[src/rtl/div_pkg.sv]
// Shared constants for the clock-enable divider controller: widths, reset ratio and FSM encodings.
package div_pkg;

    localparam int unsigned CNT_W_DEF       = 8;
    localparam int unsigned DEFAULT_DIV_DEF = 2;

    typedef logic [1:0] div_state_t;

    localparam div_state_t ST_STOP = 2'd0;
    localparam div_state_t ST_RUN  = 2'd1;
    localparam div_state_t ST_PEND = 2'd2;

endpackage

[src/rtl/div_cnt.sv]
// Wrap counter: counts 0..div-1 while run is high, held at 0 otherwise.
module div_cnt #(
    parameter int unsigned CNT_W = 8
) (
    input  logic             clk,
    input  logic             rst_n,
    input  logic             run,
    input  logic             clr,
    input  logic [CNT_W-1:0] div,
    output logic [CNT_W-1:0] cnt,
    output logic             tc
);

    logic [CNT_W-1:0] cnt_q;
    logic [CNT_W-1:0] cnt_d;
    logic [CNT_W-1:0] last_c;

    // div is never 0, so div-1 cannot underflow
    assign last_c = div - CNT_W'(1);

    always_comb begin
        cnt_d = cnt_q;
        if (!run || clr) begin
            cnt_d = '0;
        end else if (cnt_q == last_c) begin
            cnt_d = '0;
        end else begin
            cnt_d = cnt_q + CNT_W'(1);
        end
    end

    always_ff @(posedge clk or negedge rst_n) begin
        if (!rst_n) begin
            cnt_q <= '0;
        end else begin
            cnt_q <= cnt_d;
        end
    end

    assign cnt = cnt_q;
    assign tc  = run && (cnt_q == last_c);

endmodule

[src/rtl/div_ratio_ctrl.sv]
// Run/stop and ratio-change controller for the clock-enable divider; ratio changes while
// running are parked in a shadow register and applied only at a terminal-count boundary.
module div_ratio_ctrl
    import div_pkg::*;
#(
    parameter int unsigned CNT_W       = CNT_W_DEF,
    parameter int unsigned DEFAULT_DIV = DEFAULT_DIV_DEF
) (
    input  logic             clk,
    input  logic             rst_n,
    input  logic             en,
    input  logic             cfg_valid,
    input  logic [CNT_W-1:0] cfg_div,
    output logic             cfg_ready,
    output logic             cfg_err,
    output logic             tick,
    output logic             out,
    output logic [CNT_W-1:0] cur_div,
    output logic             busy
);

    div_state_t       state_q, state_d;
    logic [CNT_W-1:0] div_q, div_d;
    logic [CNT_W-1:0] shadow_q, shadow_d;
    logic             out_q, out_d;
    logic             err_q, err_d;
    logic             ready_q, ready_d;
    logic             busy_q, busy_d;

    logic             running_c;
    logic             xfer_c;
    logic             zero_c;
    logic             clr_c;
    logic [CNT_W-1:0] cnt_w;
    logic             tc_w;

    assign running_c = (state_q != ST_STOP);
    assign xfer_c    = cfg_valid && ready_q;
    assign zero_c    = (cfg_div == '0);
    // Leaving RUN/PEND must land the counter on 0 at the same edge
    assign clr_c     = running_c && !en;

    div_cnt #(
        .CNT_W (CNT_W)
    ) u_cnt (
        .clk   (clk),
        .rst_n (rst_n),
        .run   (running_c),
        .clr   (clr_c),
        .div   (div_q),
        .cnt   (cnt_w),
        .tc    (tc_w)
    );

    always_comb begin
        state_d  = state_q;
        div_d    = div_q;
        shadow_d = shadow_q;
        out_d    = out_q;
        err_d    = xfer_c && zero_c;

        if (tc_w) begin
            out_d = !out_q;
        end

        case (state_q)
            ST_STOP: begin
                if (xfer_c && !zero_c) begin
                    div_d = cfg_div;
                end
                if (en) begin
                    state_d = ST_RUN;
                end
            end
            ST_RUN: begin
                if (!en) begin
                    state_d = ST_STOP;
                    if (xfer_c && !zero_c) begin
                        div_d = cfg_div;
                    end
                end else if (xfer_c && !zero_c) begin
                    shadow_d = cfg_div;
                    state_d  = ST_PEND;
                end
            end
            ST_PEND: begin
                if (!en) begin
                    state_d = ST_STOP;
                    div_d   = shadow_q;
                end else if (tc_w) begin
                    state_d = ST_RUN;
                    div_d   = shadow_q;
                end
            end
            default: begin
                state_d = ST_STOP;
            end
        endcase

        ready_d = (state_d != ST_PEND);
        busy_d  = (state_d != ST_STOP);
    end

    always_ff @(posedge clk or negedge rst_n) begin
        if (!rst_n) begin
            state_q  <= ST_STOP;
            div_q    <= CNT_W'(DEFAULT_DIV);
            shadow_q <= '0;
            out_q    <= 1'b0;
            err_q    <= 1'b0;
            ready_q  <= 1'b1;
            busy_q   <= 1'b0;
        end else begin
            state_q  <= state_d;
            div_q    <= div_d;
            shadow_q <= shadow_d;
            out_q    <= out_d;
            err_q    <= err_d;
            ready_q  <= ready_d;
            busy_q   <= busy_d;
        end
    end

    // Terminal-count decode straight from registers, no input-to-output path
    assign tick      = running_c && (cnt_w == (div_q - CNT_W'(1)));
    assign out       = out_q;
    assign cfg_err   = err_q;
    assign cfg_ready = ready_q;
    assign busy      = busy_q;
    assign cur_div   = div_q;

endmodule

[config.mk]
export PLATFORM = sky130hd
export DESIGN_NAME = div_ratio_ctrl
export DESIGN_NICKNAME = d
export VERILOG_FILES = /design/src/rtl/div_pkg.sv /design/src/rtl/div_cnt.sv /design/src/rtl/div_ratio_ctrl.sv
export SDC_FILE = /design/constraint.sdc
export NUM_CORES = 1
export LEC_CHECK = 0
export ABC_AREA = 1
export CAP_MARGIN = 20
export CORE_MARGIN = 4
export CORE_UTILIZATION = 35
export CTS_BUF_LIST = sky130_fd_sc_hd__clkbuf_4 sky130_fd_sc_hd__clkbuf_8
export DETAILED_ROUTE_END_ITERATION = 12
export PLACE_DENSITY = 0.63
export SETUP_SLACK_MARGIN = 0.3
export SYNTH_ARGS = -nofsm -noshare
export SYNTH_HDL_FRONTEND = slang
export SYNTH_SLANG_ARGS = --single-unit
[constraint.sdc]
create_clock -name clk -period 2 [get_ports clk]
set_clock_uncertainty 0.1 [all_clocks]
set_input_delay 0.4 -clock clk [delete_from_list [all_inputs] [get_ports clk]]
set_output_delay 0.4 -clock clk [all_outputs]
set_load 0.01 [all_outputs]
==> results by group <==
Run status
  • Status: finished with violations
  • Violated checks: setup timing

Clock tree
  • Clock tree root driver cell: clkbuf_8
  • # H-tree levels: 2
  • Total CTS buffers: 5
  • Clock Pin Slew Worst Setup and Hold Paths: 0.06 ns
  • TritonCTS Sinks: 30
  • Worst-Skew Late Latency: 0.28 ns
  • CTS tree: yes
  • Clock buffer depth: 2

Floorplanning
  • Core area: 4720 um2
  • Die width: 77.9 um
  • FP Rows: 25
  • Ports: 25
  • Die Ht: 77.9 um
  • Starting Density: 36.2%
  • Die ar.: 6070 um2

Yosys
  • Synth Instances: 233
  • Top FF cell, synth: dfrtp_1
  • Syn_area_per_cell: 7.34 um2
  • Post-synth EDFFs: 0
  • Syn. warnings: 0
  • #FFs+latches synth: 30
  • Asr flop ratio synth: 100%
  • Syn nets: 247
  • Sequential fraction of the synthesis area: 44.1%
  • Cell Area, Synth: 1710 um2
  • Netlist cell types: 29

Power and ir drop
  • Clock share of power: 22.9%
  • Sequential share of power: 39.3%
  • Internal power: 1.37 mW
  • Maximum VDD drop: 0.408 mV
  • P per Cell Area: 784 nW/um2
  • Switching share of power: 33.8%
  • Comb power frac: 37.7%
  • Lkg Pwr: 1.38 nW
  • P_sw: 0.700 mW
  • Post-route total power: 2.07 mW

Min path
  • Hold Crit Depth: 2
  • Hold Path End: shadow_q[6]
  • HP Start: shadow_q[6]
  • Hold crit path type: reg2reg

GRT
  • First-pass GRT wire length: 7.51 mm
  • Largest net degree at the start of global routing: 31
  • Vias in the first global route: 1,690
  • Gr usage total: 15.5%
  • Initial antenna violation count: 0
  • GRT Residual Overflow: 0

STA
  • Tmin final: 2.36 ns
  • Endpoints failing setup: 15
  • Fin worst setup slack: -0.358 ns
  • RSZ-0062 raised after global routing: yes
  • Final hold viol count: 0
  • WHS: 0.384 ns
  • Worst-Margin Slew: 0.391 ns
  • Tcrit/Tclk final: 118%
  • Slew Viols, Final: 0
  • Slew headroom: 73.9%
  • Fmax: 0.424 GHz

Routing
  • Drt initial violations: 49
  • Antenna viol nets, final: 0
  • Pre-Repair DR Iteration Count: 4
  • Total Routed Length: 4.11 mm
  • Vias per cell: 4.23
  • Residual DRC: 0
  • Detailed-route wire length per cell: 10.4 um
  • Via count: 1,677

Placement
  • Hpwl dp: 2.72 mm
  • GPL Wtd Cong: 0.850
  • Port Buffers: 24
  • Placed cell count: 360

Final layout
  • Final antenna diode count: 0
  • Final layout net count: 343
  • Area Growth Syn to Fin: 54.8%
  • Layout cells sized above 1: 30.7%
  • Non-filler instance count after layout: 396

Worst setup path
  • WS Path Type: reg2out
  • Crit Path Max Fanout: 2
  • CP max stage delay: 0.53 ns
  • Crit path cell chain: inv_2, ha_4, inv_2, nand2_1, nand2_1, nor2_1, nand3_1, a21oi_2, nand3_4, nor2_4, buf_6
  • CP Launch Type: flop
  • CP required: 1.50 ns
  • Crit path buf inv count: 3
  • Family with the most delay on the worst path: flip-flops
  • FF-to-FF End: cur_div[3]
  • Setup crit end kind: primary output
  • R2R setup slack: -0.06 ns
  • FF-to-FF path depth: 14
  • Worst reg2reg startpoint: cur_div[1]
  • Worst EP arrival: 1.86 ns
  • CP max-delay cell: dfstp_2

Flow run
  • Max cap viols: 0
## power by group through the flow
stage | Combinational, mW | Sequential, mW | Clock [mW]
after CTS | 0.787 | 0.813 | 0.490
after detailed placement | 0.772 | 0.822 | 0
after global routing | 0.909 | 0.838 | 0.513
final | 0.782 | 0.815 | 0.476
after floorplan | 0.397 | 0.841 | 0
after global placement | 0.764 | 0.822 | 0
## Yosys cell counts, types with 2 or more instances
cell	number	area share, %
nor3_1	3	0.88
nand2_1	76	17
xnor2_1	2	1.0
nor2_2	4	1.5
nand3_1	18	5.3
dfrtp_1	28	41
nand4_1	3	1.1
o21ai_0	17	5.0
xor2_1	4	2.0
inv_1	36	7.9
nor3_2	2	1.2
nor2_1	21	4.6
ha_1	2	1.5
dfstp_2	2	3.1
## tightest hold or removal path, cell delays in order, from the launching register on
cell	delay, ns
dfrtp_1	0.34
nand2_1	0.05
o21ai_0	0.06
## cell type report
type | count | area [um2]
inverters | 37 | 139
clock buffers | 7 | 83.8
flip-flops and latches | 30 | 757
multi-input cells | 164 | 837
well taps | 67 | 83.8
fillers | 448 | 2080
repair buffers | 91 | 744
## worst max-delay path by stage
| stage | from | to | slack, ns | cells after the start |
|---|---|---|---|---|
| final | cur_div[1] | tick | -0.36 | 11 |
| after global routing | cur_div[1] | tick | -0.53 | 11 |
| after CTS | cur_div[1] | tick | -0.38 | 11 |
| after detailed placement | cur_div[1] | tick | -0.52 | 11 |
| after global placement | cur_div[1] | tick | -0.50 | 11 |
| after floorplan | cur_div[1] | tick | -0.08 | 10 |
## sequential cells by signal (all words and copies together), names as in the netlist
signal	count
shadow_q	8
u_cnt.cnt	8
cur_div	8
state_q	2
out	1
busy	1
cfg_ready	1
cfg_err	1
## cell families (layout without fill, tap and decap cells)
group | count (synthesis) | in the layout | synth area share [%]
XOR/XNOR | 6 | 6 | 3.07
buffers and inverters | 39 | 135 | 8.64
flip-flops | 30 | 30 | 44.1
adder cells (fa/ha/maj) | 2 | 2 | 1.46
AO/OA/AOI/OAI | 22 | 22 | 6.88
AND/OR/NAND/NOR | 134 | 134 | 35.9
## placed cells by master (no fill, tap or decap)
master           count
a21oi_1              1
xnor2_1              2
clkbuf_4             2
nor3_1               3
nand3_4              1
o21ai_1              7
ha_1                 1
buf_4               62
dlygate4sd2_1       16
nor2_1              21
nor3_2               1
nor3_4               1
nand4_1              3
clkdlybuf4s50_1      5
dfstp_2              2
clkbuf_8             5
inv_1               33
a21oi_2              1
nand2_8              1
nor4_1               1
clkbuf_2             1
nor3b_1              1
buf_2                2
nor2_2               3
dfrtp_2              3
inv_2                4
nand2_4              1
buf_6                3
nand2_1             74
ha_4                 1
nor2_4               2
a31oi_1              1
o21a_1               1
buf_12               2
xor2_1               4
nand3_1             18
nand2_2              3
o21ai_0             11
dfrtp_1             25
## per-layer routing
metal | up-vias | GRT usage, % | share of wire, %
met3 | 4 | 4.64 | 4.5
met2 | 29 | 26.3 | 49
met5 | - | 0 | 0
met1 | 731 | 19.2 | 46
li1 | 913 | - | -
met4 | 0 | 4.09 | 0.58
## per-stage QoR
stage | setup slack, ns | cell area, um2 | util [%] | setup TNS (ns)
after floorplan | -0.0827 | 1730 | - | -0.0827
after global placement | -0.504 | 2350 | 49.9 | -0.980
after detailed placement | -0.517 | 2350 | 49.9 | -1.29
after CTS | -0.377 | 2640 | 56.0 | -1.08
after global routing | -0.527 | 2650 | 56.0 | -4.32
final | -0.358 | 2650 | 56.0 | -0.830
## repair_timing
item                                    CTS  global route
hold endpoints to repair                  0             0
gates cloned                              2             0
endpoints found under the setup margin   35            32
gates resized for setup                  32            12
hold buffers                              0             0
buffers inserted                         27             0
pin swaps                                 7             3
No activity file was read; power rests on OpenSTA's default activity.
